<file path="config.mk">
export PLATFORM = sky130hd
export DESIGN_NAME = simon_pattern_player
export DESIGN_NICKNAME = d
export VERILOG_FILES = /design/src/rtl/simon_pkg.sv /design/src/rtl/simon_pattern_player_color_buffer.sv /design/src/rtl/simon_pattern_player.sv
export SDC_FILE = /design/constraint.sdc
export NUM_CORES = 1
export LEC_CHECK = 0
export ABC_AREA = 1
export CORE_MARGIN = 4
export CORE_UTILIZATION = 51
export DETAILED_ROUTE_END_ITERATION = 6
export PLACE_DENSITY = 0.7
export SLEW_MARGIN = 30
export SYNTH_ARGS = -nofsm -noshare
export SYNTH_HDL_FRONTEND = slang
export SYNTH_SLANG_ARGS = --single-unit
export TNS_END_PERCENT = 1
</file>
<file path="constraint.sdc">
create_clock -name clock -period 5.3 [get_ports clock]
set_input_delay 0.53 -clock clock [delete_from_list [all_inputs] [get_ports clock]]
set_output_delay 0.53 -clock clock [all_outputs]
set_load 0.03 [all_outputs]
</file>
<file path="src/rtl/simon_pkg.sv">
// ---------------------------------------------------------------------------
// simon_pkg
// Shared definitions for the Simon pattern player: command op codes, color
// codes, the player state enum and a small constant helper.
// ---------------------------------------------------------------------------
package simon_pkg;

    // Command op codes carried on cmd_op
    localparam logic [1:0] OP_PUSH  = 2'b00;
    localparam logic [1:0] OP_PLAY  = 2'b01;
    localparam logic [1:0] OP_CLEAR = 2'b10;
    localparam logic [1:0] OP_ABORT = 2'b11;

    // Color codes carried on cmd_color / out_color
    localparam logic [1:0] RED    = 2'b00;
    localparam logic [1:0] BLUE   = 2'b01;
    localparam logic [1:0] GREEN  = 2'b10;
    localparam logic [1:0] YELLOW = 2'b11;

    typedef enum logic [1:0] {
        IDLE = 2'd0,
        ON   = 2'd1,
        GAP  = 2'd2
    } player_state_t;

    // Larger of two integers, used to size the shared ON/GAP timer
    function automatic int max_int(input int a, input int b);
        return (a > b) ? a : b;
    endfunction

endpackage

</file>
<file path="src/rtl/simon_pattern_player_color_buffer.sv">
// ---------------------------------------------------------------------------
// color_buffer
// DEPTH x 2-bit register array holding the stored Simon pattern.
// Ports:
//   i_clock     system clock
//   i_wr_en     write strobe for the single synchronous write port
//   i_wr_addr   write index
//   i_wr_color  color written at i_wr_addr
//   i_rd_addr   read index (combinational read)
//   o_rd_color  color stored at i_rd_addr
// ---------------------------------------------------------------------------
module color_buffer #(
    parameter int DEPTH = 32
) (
    input  logic                     i_clock,
    input  logic                     i_wr_en,
    input  logic [$clog2(DEPTH)-1:0] i_wr_addr,
    input  logic [1:0]               i_wr_color,
    input  logic [$clog2(DEPTH)-1:0] i_rd_addr,
    output logic [1:0]               o_rd_color
);

    logic [1:0] r_mem [DEPTH];

    // NOTE: the storage has no reset; entries beyond count are never read,
    // so clearing them would only cost reset routing.
    always_ff @(posedge i_clock) begin
        if (i_wr_en) begin
            r_mem[i_wr_addr] <= i_wr_color;
        end
    end

    assign o_rd_color = r_mem[i_rd_addr];

endmodule

</file>
<file path="src/rtl/simon_pattern_player.sv">
// ---------------------------------------------------------------------------
// simon_pattern_player
// Plays back a stored Simon color pattern as one-cycle on/off strobes toward
// the LED and audio drivers, timing each flash and the dark gap after it.
// Ports:
//   clock, reset          system clock, synchronous active-high reset
//   cmd_valid             command strobe, one command per asserted cycle
//   cmd_op, cmd_color     command op code and PUSH color
//   busy                  high while a pattern is playing
//   count, full           number of stored colors, count == DEPTH
//   done                  one-cycle pulse when playback ends or is aborted
//   led_strobe            one-cycle write strobe to the LED driver
//   audio_strobe          one-cycle write strobe to the audio driver
//   out_color, out_on     color and on/off value qualified by the strobes
// ---------------------------------------------------------------------------
module simon_pattern_player
    import simon_pkg::*;
#(
    parameter int DEPTH      = 32,
    parameter int ON_CYCLES  = 25_000_000,
    parameter int GAP_CYCLES = 12_500_000
) (
    input  logic                   clock,
    input  logic                   reset,
    input  logic                   cmd_valid,
    input  logic [1:0]             cmd_op,
    input  logic [1:0]             cmd_color,
    output logic                   busy,
    output logic [$clog2(DEPTH):0] count,
    output logic                   full,
    output logic                   done,
    output logic                   led_strobe,
    output logic                   audio_strobe,
    output logic [1:0]             out_color,
    output logic                   out_on
);

    localparam int AW   = $clog2(DEPTH);
    localparam int CW   = AW + 1;
    localparam int MAXC = max_int(ON_CYCLES, GAP_CYCLES);
    localparam int TW   = (MAXC > 1) ? $clog2(MAXC) : 1;

    // Timer counts down from N-1 to 0, so a phase lasts exactly N cycles
    localparam logic [TW-1:0] ON_LOAD  = TW'(ON_CYCLES - 1);
    localparam logic [TW-1:0] GAP_LOAD = TW'(GAP_CYCLES - 1);

    player_state_t  r_state;
    logic [AW-1:0]  r_idx;
    logic [CW-1:0]  r_count;
    logic [TW-1:0]  r_timer;
    logic           r_busy;
    logic           r_done;
    logic           r_strobe;
    logic [1:0]     r_color;
    logic           r_on;

    logic           w_full;
    logic           w_push;
    logic           w_abort;
    logic           w_last;
    logic [AW-1:0]  w_rd_addr;
    logic [1:0]     w_rd_color;

    assign w_full  = (r_count == CW'(DEPTH));
    assign w_push  = cmd_valid && (cmd_op == OP_PUSH) && (r_state == IDLE) && !w_full;
    assign w_abort = cmd_valid && (cmd_op == OP_ABORT);
    assign w_last  = ((CW'(r_idx) + CW'(1)) == r_count);

    // The buffer is only read when a new on-strobe is launched: index 0 from
    // IDLE, or the next index at GAP expiry. Off-strobes reuse r_color.
    assign w_rd_addr = (r_state == GAP) ? (r_idx + AW'(1)) : '0;

    color_buffer #(
        .DEPTH (DEPTH)
    ) u_color_buffer (
        .i_clock    (clock),
        .i_wr_en    (w_push),
        .i_wr_addr  (r_count[AW-1:0]),
        .i_wr_color (cmd_color),
        .i_rd_addr  (w_rd_addr),
        .o_rd_color (w_rd_color)
    );

    // NOTE: all state here is written with non-blocking assignments so every
    // register samples pre-edge values, whatever the statement order.
    always_ff @(posedge clock) begin
        if (reset) begin
            r_state  <= IDLE;
            r_idx    <= '0;
            r_count  <= '0;
            r_timer  <= '0;
            r_busy   <= 1'b0;
            r_done   <= 1'b0;
            r_strobe <= 1'b0;
            r_color  <= 2'b00;
            r_on     <= 1'b0;
        end else begin
            r_done   <= 1'b0;
            r_strobe <= 1'b0;
            case (r_state)
                IDLE: begin
                    if (cmd_valid) begin
                        case (cmd_op)
                            OP_PUSH: begin
                                if (!w_full) r_count <= r_count + CW'(1);
                            end
                            OP_CLEAR: r_count <= '0;
                            OP_PLAY: begin
                                if (r_count != '0) begin
                                    r_state  <= ON;
                                    r_busy   <= 1'b1;
                                    r_idx    <= '0;
                                    r_timer  <= ON_LOAD;
                                    r_strobe <= 1'b1;
                                    r_color  <= w_rd_color;
                                    r_on     <= 1'b1;
                                end else begin
                                    r_done <= 1'b1;
                                end
                            end
                            default: ;
                        endcase
                    end
                end
                ON: begin
                    if (w_abort) begin
                        r_state  <= IDLE;
                        r_busy   <= 1'b0;
                        r_done   <= 1'b1;
                        r_strobe <= 1'b1;
                        r_on     <= 1'b0;
                    end else if (r_timer == '0) begin
                        r_state  <= GAP;
                        r_timer  <= GAP_LOAD;
                        r_strobe <= 1'b1;
                        r_on     <= 1'b0;
                    end else begin
                        r_timer <= r_timer - TW'(1);
                    end
                end
                GAP: begin
                    if (w_abort || ((r_timer == '0) && w_last)) begin
                        r_state <= IDLE;
                        r_busy  <= 1'b0;
                        r_done  <= 1'b1;
                    end else if (r_timer == '0) begin
                        r_state  <= ON;
                        r_idx    <= r_idx + AW'(1);
                        r_timer  <= ON_LOAD;
                        r_strobe <= 1'b1;
                        r_color  <= w_rd_color;
                        r_on     <= 1'b1;
                    end else begin
                        r_timer <= r_timer - TW'(1);
                    end
                end
                default: r_state <= IDLE;
            endcase
        end
    end

    assign busy         = r_busy;
    assign count        = r_count;
    assign full         = w_full;
    assign done         = r_done;
    assign led_strobe   = r_strobe;
    assign audio_strobe = r_strobe;
    assign out_color    = r_color;
    assign out_on       = r_on;

endmodule

</file>
### Word level (Yosys, flattened, before mapping)

Memories as Yosys holds them, arrays and structs flattened.
Cells that the tools add are included.

* logic and storage cells: 109
* register bits after elaboration: 44
* bits in writable memories: 64
* output and inout bits: 14
* memories: 1
* bits of input ports: 7

* reductions and logical operators: 20
* equality and inequality tests: 18
* muxes and demuxes: 57
* add/sub/neg operators: 4

Memory list
* u_color_buffer.r_mem: words 32, width 2, rd ports 1, clocked after Yosys merged registers in 0, write ports 1, RTL line simon_pattern_player_color_buffer.sv:23 `logic [1:0] r_mem [DEPTH];`

Operators with widths (number)
* 25-bit 2-to-1 mux: 7
* 25-bit one-hot mux with 3 select lines: 1
* 5-bit 2-to-1 mux: 6
* 25-bit logical NOT: 1
* 25-bit by 1-bit subtractor with 25-bit output, second input constant: 1
* 2-bit 2-to-1 mux: 12
* 1-bit 2-to-1 mux: 22
* 6-bit AND reduction: 3
* 1-bit one-hot mux with 3 select lines: 4
* 6-bit one-hot mux with 2 select lines: 1
* 2-bit != test, second input constant: 5
* 5-bit one-hot mux with 2 select lines: 1
* 2-bit by 1-bit != test with 1-bit output, second input constant: 4
* 7-bit AND reduction: 1
* 5-bit by 1-bit adder with 6-bit output, second input constant: 1
* 6-bit by 1-bit adder with 6-bit output, second input constant: 1
* 2-bit equality test, second input constant: 3
* 6-bit equality test: 1
* 6-bit equality test, second input constant: 1
* 6-bit 2-to-1 mux: 1
* 2-bit one-hot mux with 3 select lines: 1
* 6-bit nonzero test: 1
* 5-bit by 1-bit adder with 5-bit output, second input constant: 1
* 1-bit logical AND: 5
* other kinds (11): 14

### Logic depth before layout (Yosys ltp)

An unclocked memory read counts as a cell.

* depth after elaboration: 7
* gate-level depth with buffers: 16
* mapped depth without buffers: 15

### By module

Synthesis repeated with hierarchy kept, for this count alone.

* cell total of the unflattened synthesis: 843
* area, all modules: 6528.8 µm²

Modules (own cells, without submodules)
* simon_pattern_player: instances 1, area an instance 3662.3 µm², cells an instance 576
* color_buffer: instances 1, area an instance 2866.5 µm², cells an instance 267

### Worst setup path after synthesis

OpenSTA, ideal clock, no wires.

* path kind: register to register
* from: register r_count[0], in the netlist count[0]
* to: memory u_color_buffer.r_mem[10][0] (enable)
* library setup time: 0.310 ns
* stages on the path, launching flop included: 8
* path buffers: 0
* slack: 3.184 ns
* period minus slack after synthesis: 2.116 ns
* data arrival time: 1.807 ns
* cells stage by stage: dfxtp_1 inv_1 ha_1 nand3_1 nor2_1 nor2_1 nand2_1 nor2_1

* longest elaborated chain between the ends: 5

RTL lines
* start: declaration: RTL line simon_pattern_player.sv:49 `logic [CW-1:0] r_count;`
* start signal: assignment: RTL line simon_pattern_player.sv:105 `if (!w_full) r_count <= r_count + CW'(1);`
* 6-bit equality test: RTL line simon_pattern_player.sv:64 `assign w_full = (r_count == CW'(DEPTH));`
* via full: RTL line simon_pattern_player.sv:30 `output logic full,`
* 1-bit logical NOT
* 1-bit logical AND: RTL line simon_pattern_player.sv:65 `assign w_push = cmd_valid && (cmd_op == OP_PUSH) && (r_state == IDLE) && !w_full;`
* 1-bit 2-to-1 mux: RTL line simon_pattern_player_color_buffer.sv:28 `if (i_wr_en) begin`
* 1-bit 2-to-1 mux (implied by the code): RTL line simon_pattern_player_color_buffer.sv:29 `r_mem[i_wr_addr] <= i_wr_color;`
* end: declaration: RTL line simon_pattern_player_color_buffer.sv:23

The timed path passes the listed nets, and every way through them passes these cells.

### Final worst setup path

* from: register r_timer[0]
* to: register r_timer[21]

* longest elaborated chain between the ends: 5

RTL lines
* start: declaration: RTL line simon_pattern_player.sv:50 `logic [TW-1:0] r_timer;`
* start signal: assignment: RTL line simon_pattern_player.sv:138 `r_timer <= r_timer - TW'(1);`
* start signal: assignment: RTL line simon_pattern_player.sv:154 `r_timer <= r_timer - TW'(1);`
* branches (longest 5 deep; another with 25-bit by 1-bit subtractor with 25-bit output)

Several ways; the timed one is not identified. The select of a mux whose other input is x is not followed.
A chain may end at the register's enable or synchronous reset.

==> flow_summary_export.csv <==
group,metric,value,unit
run_status,status,"finished clean",
timing,setup_violations,0,
critical_path,crit_required,5540,ps
timing,report.final.slew_viol_count,0,
timing,hold_slack,497.8,ps
critical_path,crit_fanout,36,
timing,tightestPinTransition,843.9,ps
critical_path,start_kind,"flip-flop",
clock_tree,numCtsBuffers,9,
clock_tree,cts_setup_buffers,0,
floorplanning,core,11520,um^2
critical_path,timing.rr.start,"r_timer[0]",
route,routed.top_layer,"met4",
layout,final_net_count,845,
floorplanning,die_y,117.1,um
placed_design,numPortBuffers,20,
clock_tree,cts_sinks,108,
floorplanning,io_pins,21,
timing,finClkSkew,10.35,ps
logic_synthesis,syn_area,6075,um^2
route,wl_met2,6670,um
placed_design,placed_cell_area,6302,um^2
floorplanning,die_x,117.1,um
route,first_pass_iters,5,
timing,rsz0062_at_grt,"false",
logic_synthesis,syn-mean-instance-area,7.408,um^2
route,drc,0,
logic_synthesis,yosysSeqAreaShare,0.4614,
clock_tree,cts_max_path_buffers,2,
layout,syn_to_final_growth,8.960,%
floorplanning,initial_core_util,0.5275,
timing,finalCriticalPeriod,2874,ps
timing,slew_headroom,0.4357,
floorplanning,die_area,13720,um^2
global_routing,antenna_found_initial,0,
clock_tree,cts_root_buffer,"clkbuf_16",
route,wl_met1,6869,um
timing,fin_tns_setup,0,ps
clock_tree,clock_latency,350,ps
clock_tree,tritoncts,"built",
logic_synthesis,syn-num-nets,839,
power_and_ir_drop,peakVddDrop,0.0001990,V
logic_synthesis,synth_warnings,0,
timing,max_freq,0.3480,GHz
critical_path,rr_worst_depth,15,
min_path,hold_path_depth,2,
clock_tree,htree_levels,3,
clock_tree,cts_resized,0,
timing,final.period_utilization,0.5422,
timing,hold_viol_final,0,
global_routing,grt_pass1_wl,24700,um
logic_synthesis,synth_cells,820,
clock_tree,hold_buffers,0,
route,drt-initial-drc-count,646,
route,routed_wl,15150,um
layout,design_area,6619,um^2
global_routing,grt_pass1_vias,4992,
power_and_ir_drop,leakage,2.868,nW
clock_tree,clk_pin_slew,80,ps
route,drt-vias-per-instance,5.565,
layout,num_antenna_cells,0,
critical_path,setup.worst_path.end_class,"flip-flop",
placed_design,dp_hpwl,10320,um
min_path,min_to,"busy",
job,drv_cap,0,
critical_path,worst-setup-path-type,"reg2reg",
critical_path,r2r_end,"r_timer[21]",
placed_design,place_congestion,0.8966,
min_path,holdCritStartpoint,"busy",
global_routing,grt.overflow.total,0,
route,wl_met3,1480,um
logic_synthesis,synth_seq_cells,108,
global_routing,grt_usage,0.2310,
logic_synthesis,synth_cell_types,35,
power_and_ir_drop,power_density,278.0,nW/um^2
critical_path,rrSetupSlack,2430,ps
critical_path,crit_arrival,3120,ps
route,wire_per_inst,15.56,um
route,postRouteAntennaNets,0,
global_routing,grt_max_degree,37,
floorplanning,placementRows,39,
layout,drive_above_1_share,0.05054,
min_path,min_path_type,"reg2reg",
route,num_vias,5420,
registers in the layout, indices dropped and copies added (netlist names):
signal and count:
r_idx 5, u_color_buffer.r_mem 64, audio_strobe 1, done 1, busy 1, out_on 1, count 6, r_state 2
out_color 2, r_timer 25
how the worst max path moves through the flow:
stage,from,depth (start not counted),end,slack (ps)
2_1_floorplan,count[0],7,u_color_buffer.r_mem[10][0],3180
3_3_place_gp,cmd_valid,7,u_color_buffer.r_mem[29][0],2480
3_5_place_dp,cmd_valid,7,u_color_buffer.r_mem[9][1],2430
4_1_cts,r_timer[0],15,r_timer[21],2540
5_1_grt,r_state[0],12,out_color[1],2160
6_report,r_timer[0],15,r_timer[21],2430
power by group:
| part | switching (mW) | total (mW) | internal (mW) |
|---|---|---|---|
| Sequential | 0.00879 | 0.903 | 0.894 |
| Clock | 0.326 | 0.704 | 0.378 |
| Combinational | 0.162 | 0.233 | 0.0706 |
cells in the mapped netlist (all sizes together):
cell / count / share of area
inv: 94 / 0.058
and2: 1 / 0.0010
nand3: 65 / 0.057
o211ai: 5 / 0.0062
xor2: 12 / 0.017
nand2: 210 / 0.13
a21boi: 2 / 0.0025
edfxtp: 64 / 0.32
nor3b: 4 / 0.0049
nor4: 1 / 0.0010
xnor2: 1 / 0.0014
nor2: 174 / 0.11
nand4: 27 / 0.028
o22ai: 4 / 0.0041
or2: 1 / 0.0010
a22oi: 1 / 0.0012
a21oi: 21 / 0.018
clkinv: 1 / 0.00062
ha: 12 / 0.025
buf: 19 / 0.020
nor3: 6 / 0.0049
clkbuf: 7 / 0.0043
dfxtp: 44 / 0.15
o21ai: 44 / 0.036
area by class of cell:
cell class	instances	area [um^2]
fill	1062	4897
sequential	108	2803
multi-input combinational	591	2765
inverter	95	357.8
clock buffer	9	225.2
timing repair buffer	21	197.7
tap	143	178.9
clock inverter	7	91.34
worst max-delay path, stage by stage (launching register included):
cell and delay, ps:
dfxtp_1 300, inv_1 130, ha_1 210, inv_1 50, nor2_1 120, nand2_1 60, nor2_1 150, nand3_1 500
nor2_1 230, nand3_1 130, nand2_2 100, nand2_4 160, nand3_4 360, nand2_1 120, nand2_1 90, nor2_1 50
per-stage QoR:
step           cells    util  setup WS, ps  power, mW
4_1_cts          974  0.5748          2537      1.847
6_report         974  0.5748          2426      1.840
2_1_floorplan    820       -          3184      1.086
3_5_place_dp     958  0.5473          2430      1.147
3_3_place_gp     958  0.5480          2483      1.142
5_1_grt          974  0.5748          2156      1.924
layout by cell type (no fill, tap or decap), drive strengths merged, types with 6 or more instances in the layout:
cell type / instances
nand2: 210
nor2: 174
inv: 97
nand3: 65
edfxtp: 64
dfxtp: 44
o21ai: 44
nand4: 27
a21oi: 21
clkdlybuf4s50: 18
xor2: 12
ha: 12
clkbuf: 9
nor3: 6
cell families (layout without fill, tap and decap cells):
logic type	count (synthesis)	count (layout)	share of synthesized area
simple gates	489	489	0.3436
buf+inv	121	132	0.08342
fa+ha+maj	12	12	0.02472
xor+xnor	13	13	0.01874
flops	108	108	0.4614
compound gates	77	77	0.06818
layer usage:
layer,vias up,GRT usage
li1,2668,-
met3,13,0.04679
met2,242,0.3409
met5,-,0
met1,2497,0.3485
met4,0,0.05810
Power figures use the tool's default switching activity.
